==> src/rtl/i2c_arbiter.sv <==
// i2c_arbiter: round-robin owner lock for a single I2C controller port.
// A client keeps the bus for as long as it holds req. Command fields are muxed
// from the owner slice, and status strobes are gated back to the owner only.
// All sequencing advances on i2c_strobe ticks. The error flags are the
// exception: drop_err and timeout are updated every clock.
module i2c_arbiter #(
   parameter int N       = 2,
   parameter int TIMEOUT = 1023
) (
   input  logic            clk,
   input  logic            rstn,
   input  logic            i2c_strobe,
   output logic            i2c_enable,
   output logic [7:0]      i2c_reg_addr,
   output logic [4:0]      i2c_reg_len,
   output logic [7:0]      i2c_reg_wrdata,
   output logic            i2c_reg_rdwr,
   input  logic            i2c_done,
   input  logic            i2c_read_done,
   input  logic            i2c_ack,
   input  logic [7:0]      i2c_reg_rddata,
   input  logic [N-1:0]    req,
   output logic [N-1:0]    gnt,
   input  logic [N-1:0]    c_enable,
   input  logic [8*N-1:0]  c_reg_addr,
   input  logic [5*N-1:0]  c_reg_len,
   input  logic [8*N-1:0]  c_reg_wrdata,
   input  logic [N-1:0]    c_reg_rdwr,
   output logic [N-1:0]    c_done,
   output logic [N-1:0]    c_read_done,
   output logic [N-1:0]    c_ack,
   output logic            drop_err,
   output logic            timeout
);

   localparam int OW = (N > 1) ? $clog2(N) : 1;
   localparam int CW = $clog2(TIMEOUT + 1);

   typedef enum logic {IDLE, GRANT} state_t;

   state_t        state, state_nxt;
   logic [OW-1:0] owner, owner_nxt;
   logic [OW-1:0] last, last_nxt;
   logic [OW-1:0] pick, sel;
   logic [N-1:0]  gnt_nxt;
   logic          busy, busy_nxt;
   logic [CW-1:0] cnt, cnt_nxt;
   logic          found, abort, illegal;
   logic          rddata_unused;

   // Read data goes to the clients directly, so the arbiter never looks at it.
   assign rddata_unused = ^i2c_reg_rddata;

   // Owner-slice mux. Slice 0 is selected in IDLE so the fields stay deterministic.
   assign sel            = (state == GRANT) ? owner : '0;
   assign i2c_enable     = (state == GRANT) & c_enable[sel];
   assign i2c_reg_addr   = c_reg_addr[int'(sel)*8 +: 8];
   assign i2c_reg_len    = c_reg_len[int'(sel)*5 +: 5];
   assign i2c_reg_wrdata = c_reg_wrdata[int'(sel)*8 +: 8];
   assign i2c_reg_rdwr   = c_reg_rdwr[sel];

   // Status is visible only to the owner. gnt is all-zero in IDLE.
   assign c_done      = {N{i2c_done}} & gnt;
   assign c_read_done = {N{i2c_read_done}} & gnt;
   assign c_ack       = {N{i2c_ack}} & gnt;

   // gnt is one-hot on the owner in GRANT, so any enable outside it is dropped.
   assign illegal = |(c_enable & ~gnt);

   // Round-robin search for the first requester, starting after the last owner.
   always_comb begin
      pick  = '0;
      found = 1'b0;
      for (int k = 1; k <= N; k++) begin
         if (!found && req[(int'(last) + k) % N]) begin
            found = 1'b1;
            pick  = OW'((int'(last) + k) % N);
         end
      end
   end

   // Next-state logic: busy/watchdog tracking plus the grant/release FSM, strobe-gated.
   always_comb begin
      state_nxt = state;
      owner_nxt = owner;
      last_nxt  = last;
      gnt_nxt   = gnt;
      busy_nxt  = busy;
      cnt_nxt   = cnt;
      abort     = 1'b0;
      if (i2c_strobe) begin
         // A forwarded enable starts a transaction (and restarts the watchdog)
         // even when a done arrives on the same tick.
         if (i2c_enable) begin
            busy_nxt = 1'b1;
            cnt_nxt  = '0;
         end else if (busy && i2c_done) begin
            busy_nxt = 1'b0;
            cnt_nxt  = '0;
         end else if (busy && (cnt == CW'(TIMEOUT - 1))) begin
            abort    = 1'b1;
            busy_nxt = 1'b0;
            cnt_nxt  = '0;
         end else if (busy) begin
            cnt_nxt = cnt + 1'b1;
         end
         case (state)
            IDLE: begin
               if (found) begin
                  owner_nxt = pick;
                  gnt_nxt   = N'(1) << pick;
                  state_nxt = GRANT;
               end
            end
            GRANT: begin
               if (abort || (!req[owner] && !busy)) begin
                  gnt_nxt   = '0;
                  last_nxt  = owner;
                  state_nxt = IDLE;
               end
            end
            default: state_nxt = IDLE;
         endcase
      end
   end

   // State registers. Error flags are sampled every clock.
   always_ff @(posedge clk or negedge rstn) begin
      if (!rstn) begin
         state    <= IDLE;
         owner    <= '0;
         last     <= OW'(N - 1);
         gnt      <= '0;
         busy     <= 1'b0;
         cnt      <= '0;
         drop_err <= 1'b0;
         timeout  <= 1'b0;
      end else begin
         state    <= state_nxt;
         owner    <= owner_nxt;
         last     <= last_nxt;
         gnt      <= gnt_nxt;
         busy     <= busy_nxt;
         cnt      <= cnt_nxt;
         drop_err <= drop_err | illegal;
         timeout  <= abort;
      end
   end

endmodule

==> config.mk <==
export PLATFORM = sky130hd
export DESIGN_NAME = i2c_arbiter
export DESIGN_NICKNAME = d
export VERILOG_FILES = /design/src/rtl/i2c_arbiter.sv
export SDC_FILE = /design/constraint.sdc
export NUM_CORES = 1
export LEC_CHECK = 0
export ABC_AREA = 1
export ABC_CLOCK_PERIOD_IN_PS = 2150
export BUFFER_PORTS_ARGS = -buffer_cell sky130_fd_sc_hd__buf_2
export CORE_MARGIN = 2
export CORE_UTILIZATION = 40
export DETAILED_ROUTE_END_ITERATION = 16
export PLACE_DENSITY = 0.86
export SLEW_MARGIN = 30
export SYNTH_ARGS = -nofsm -noshare
export SYNTH_HDL_FRONTEND = slang
export SYNTH_SLANG_ARGS = --single-unit
==> constraint.sdc <==
create_clock -name clk -period 2.15 [get_ports clk]
set_clock_uncertainty 0.2 [all_clocks]
set_input_delay 0.215 -clock clk [delete_from_list [all_inputs] [get_ports clk]]
set_output_delay 0.215 -clock clk [all_outputs]
set_load 0.03 [all_outputs]
==> out/qor.csv <==
metric,value,unit
number of buffers created by CTS,3,
P&R area growth vs syn,39.6,%
count of antenna-violating nets left after detailed routing,0,
Slew @ Worst Pin,470,ps
crit path time final,2050,ps
standard-cell rows,21,
clock root buffer,clkbuf_4,
global-route wire length before repair,6280,um
predominant post-synthesis flop cell,dfrtp_1,
CP top delay family,flip-flops,
"most common cell after layout, fill and taps aside",buf_2,
DIE WIDTH,62.6,um
Final Max Tran Viols,0,
cell count of the worst reg-to-reg path,9,
leakage power of the design,1.07,nW
Comb pwr share,63.0,%
cell area after synthesis,0.00138,mm^2
worst min-delay path endpoint,gnt[1],
number of sinks on the clock net,18,
Reg power frac,26.3,%
number of library cell types mapped by synthesis,24,
residual DRC count,0,
worst path arrival time,1630,ps
Final Net Count,340,
largest vdd supply drop,397,uV
Crit path largest cell delay,480,ps
final setup fails,0,
WS Path Type,register to output port,
clock share of power,10.7,%
final worst path period share,95.3,%
Pwr Density,1030,mW/mm^2
height of the die,62.6,um
startpoint of the most critical hold path,req[1],
CP max stage cell,dfrtp_2,
required time at the endpoint of the critical path,1740,ps
largest buffer count on any clock path,2,
worst flop-to-flop path endpoint,cnt[8],
Fin Setup TNS,0,ps
clock transition at the registers of the reported paths,110,ps
"Critical Path, Cell by Cell",nand2_1 -> buf_6 -> mux2_2 -> buf_2,
Vias per Instance,4.73,
proportion of register bits with asynchronous set or reset after synthesis,100,%
max-cap violation count,0,
hold path cells,3,
Syn Nets,248,
share of layout cells above drive strength 1,46.2,%
residual overflow from global routing,0,
most frequent cells in the layout,"86 x buf_2, 53 x nand2_1, 25 x inv_1",
pin count of the biggest net entering global routing,23,
IO Port Bufs,86,
switching component of the power,0.993,mW
I/O pin count,95,
synthesized area per cell,7.47,um^2
first-pass iteration count of the detailed router,4,
HP Class,primary input to register,
"EDFF count, synth",0,
H-Tree Depth,1,
number of DRC violations after detailed-routing iteration 0,38,
hold_ws,20.7,ps
Max Freq,488,MHz
switching part of the total,50.3,%
worst rel slew slack,68.7,%
CP Capture Type,output port,
final design utilization,58.0,%
diodes inserted,0,
Syn Inst Count,184,
Register-to-Register Setup Slack,350,ps
yosys synthesis warning count,0,
largest fanout of any net on the critical path,22,
Hold Fails Final Rpt,0,
All-Layer GR Usage,19.7,%
DP Wirelength,3010,um
Die ar.,0.00392,mm^2
share of the yosys chip area belonging to registers,32.8,%
routed length per instance,11.5,um
outcome,finished clean,
worst flop-to-flop path startpoint,owner,
final weighted congestion in routability-driven placement,0.814,
clock network latency to the later pin of the worst-skew pair,300,ps
number of global-route vias before repair,1448,
Starting Density,41.5,%
core area,0.00331,mm^2
initial antenna violation count,0,
post-synthesis register bit count,18,
RSZ-0062 raised after global routing,false,
total wire length after detailed routing,3710,um
count of buffering cells on the critical path with inverters included,2,
"Power, Total",1.97,mW
startpoint types,register,
Internal Dissipation,0.982,mW
clock tree from TritonCTS,built,
number of buffers added for setup after CTS,0,
Via Count,1519,
## Yosys cell counts, types with 3 or more instances
library cell | n | area, um^2
inv_1 | 25 | 93.8
nand2_2 | 4 | 25.0
nand2_1 | 53 | 199
nand3_1 | 10 | 50.1
mux2_2 | 22 | 248
buf_4 | 3 | 22.5
dfrtp_1 | 17 | 425
nor2_1 | 18 | 67.6
o21ai_0 | 4 | 20.0
nand4_1 | 3 | 18.8
a21oi_1 | 5 | 25.0
o21bai_1 | 3 | 22.5
## flip-flops by register name, indices dropped and copies added (netlist names)
name	flops
gnt	2
owner	1
busy	1
timeout	1
cnt	10
last	1
drop_err	1
state	1
## through the flow
| stage | setup slack [ps] | cell area (um^2) | std cells |
|---|---|---|---|
| finish | 100 | 1920 | 321 |
| global route | 33.8 | 1920 | 321 |
| CTS | 9.09 | 1910 | 321 |
| detailed placement | 355 | 1850 | 314 |
| global placement | 361 | 1850 | 314 |
| floorplan | 530 | 1380 | 184 |
## cells by family (layout without fill, tap and decap cells)
kind of cell / count (synthesis) / count (layout) / share of synthesized area (%)
buffers and inverters: 30 / 121 / 9.01
AOI/OAI and AO/OA: 17 / 17 / 8.01
DFF: 18 / 18 / 32.8
muxes: 22 / 22 / 18.0
and+or+nand+nor: 95 / 95 / 30.3
adders and majority gates: 2 / 2 / 1.82
## final cells by class
cell class                      count  area, um^2
Clock buffer                        4        36.3
Timing Repair Buffer               90         472
Inverter                           27         101
Tap cell                           46        57.6
Fill cell                         324        1390
Sequential cell                    18         453
Multi-Input combinational cell    136         800
## metal layers
layer  global-route usage, %  share of wire [%]  up-vias
li1                        -                  -      766
met1                    20.0                 37      693
met2                    38.8                 55       57
met3                    4.50                7.5        3
met4                    6.94               0.97        0
met5                       0                  0        -
## tightest hold or removal path, stage by stage
cell and delay, ps:
buf_2 120, nand3_1 100, nand2_1 60
## power by group through the flow
stage / clock [mW] / sequential, mW / combinational, mW
final: 0.212 / 0.520 / 1.24
after CTS: 0.222 / 0.518 / 1.25
after floorplan: 0 / 0.531 / 0.927
after detailed placement: 0 / 0.524 / 1.24
after global routing: 0.234 / 0.535 / 1.36
after global placement: 0 / 0.522 / 1.21
## how the worst max path moves through the flow
stage	start	endpoint	slack (ps)	depth (start not counted)
2_1_floorplan	cnt[0]	gnt[0]	530	11
3_3_place_gp	state	i2c_reg_addr[0]	360	4
3_5_place_dp	state	i2c_reg_addr[3]	360	4
4_1_cts	state	i2c_reg_addr[3]	9	4
5_1_grt	state	i2c_reg_len[0]	30	4
6_report	state	i2c_reg_len[0]	100	4
## repair_timing
action / in CTS / in global routing
hold buffers: 3 / 0
endpoints found under the hold margin: 19 / 0
resized for setup: 0 / 2
endpoints found under the setup margin: 0 / 22
Power figures use the tool's default switching activity.
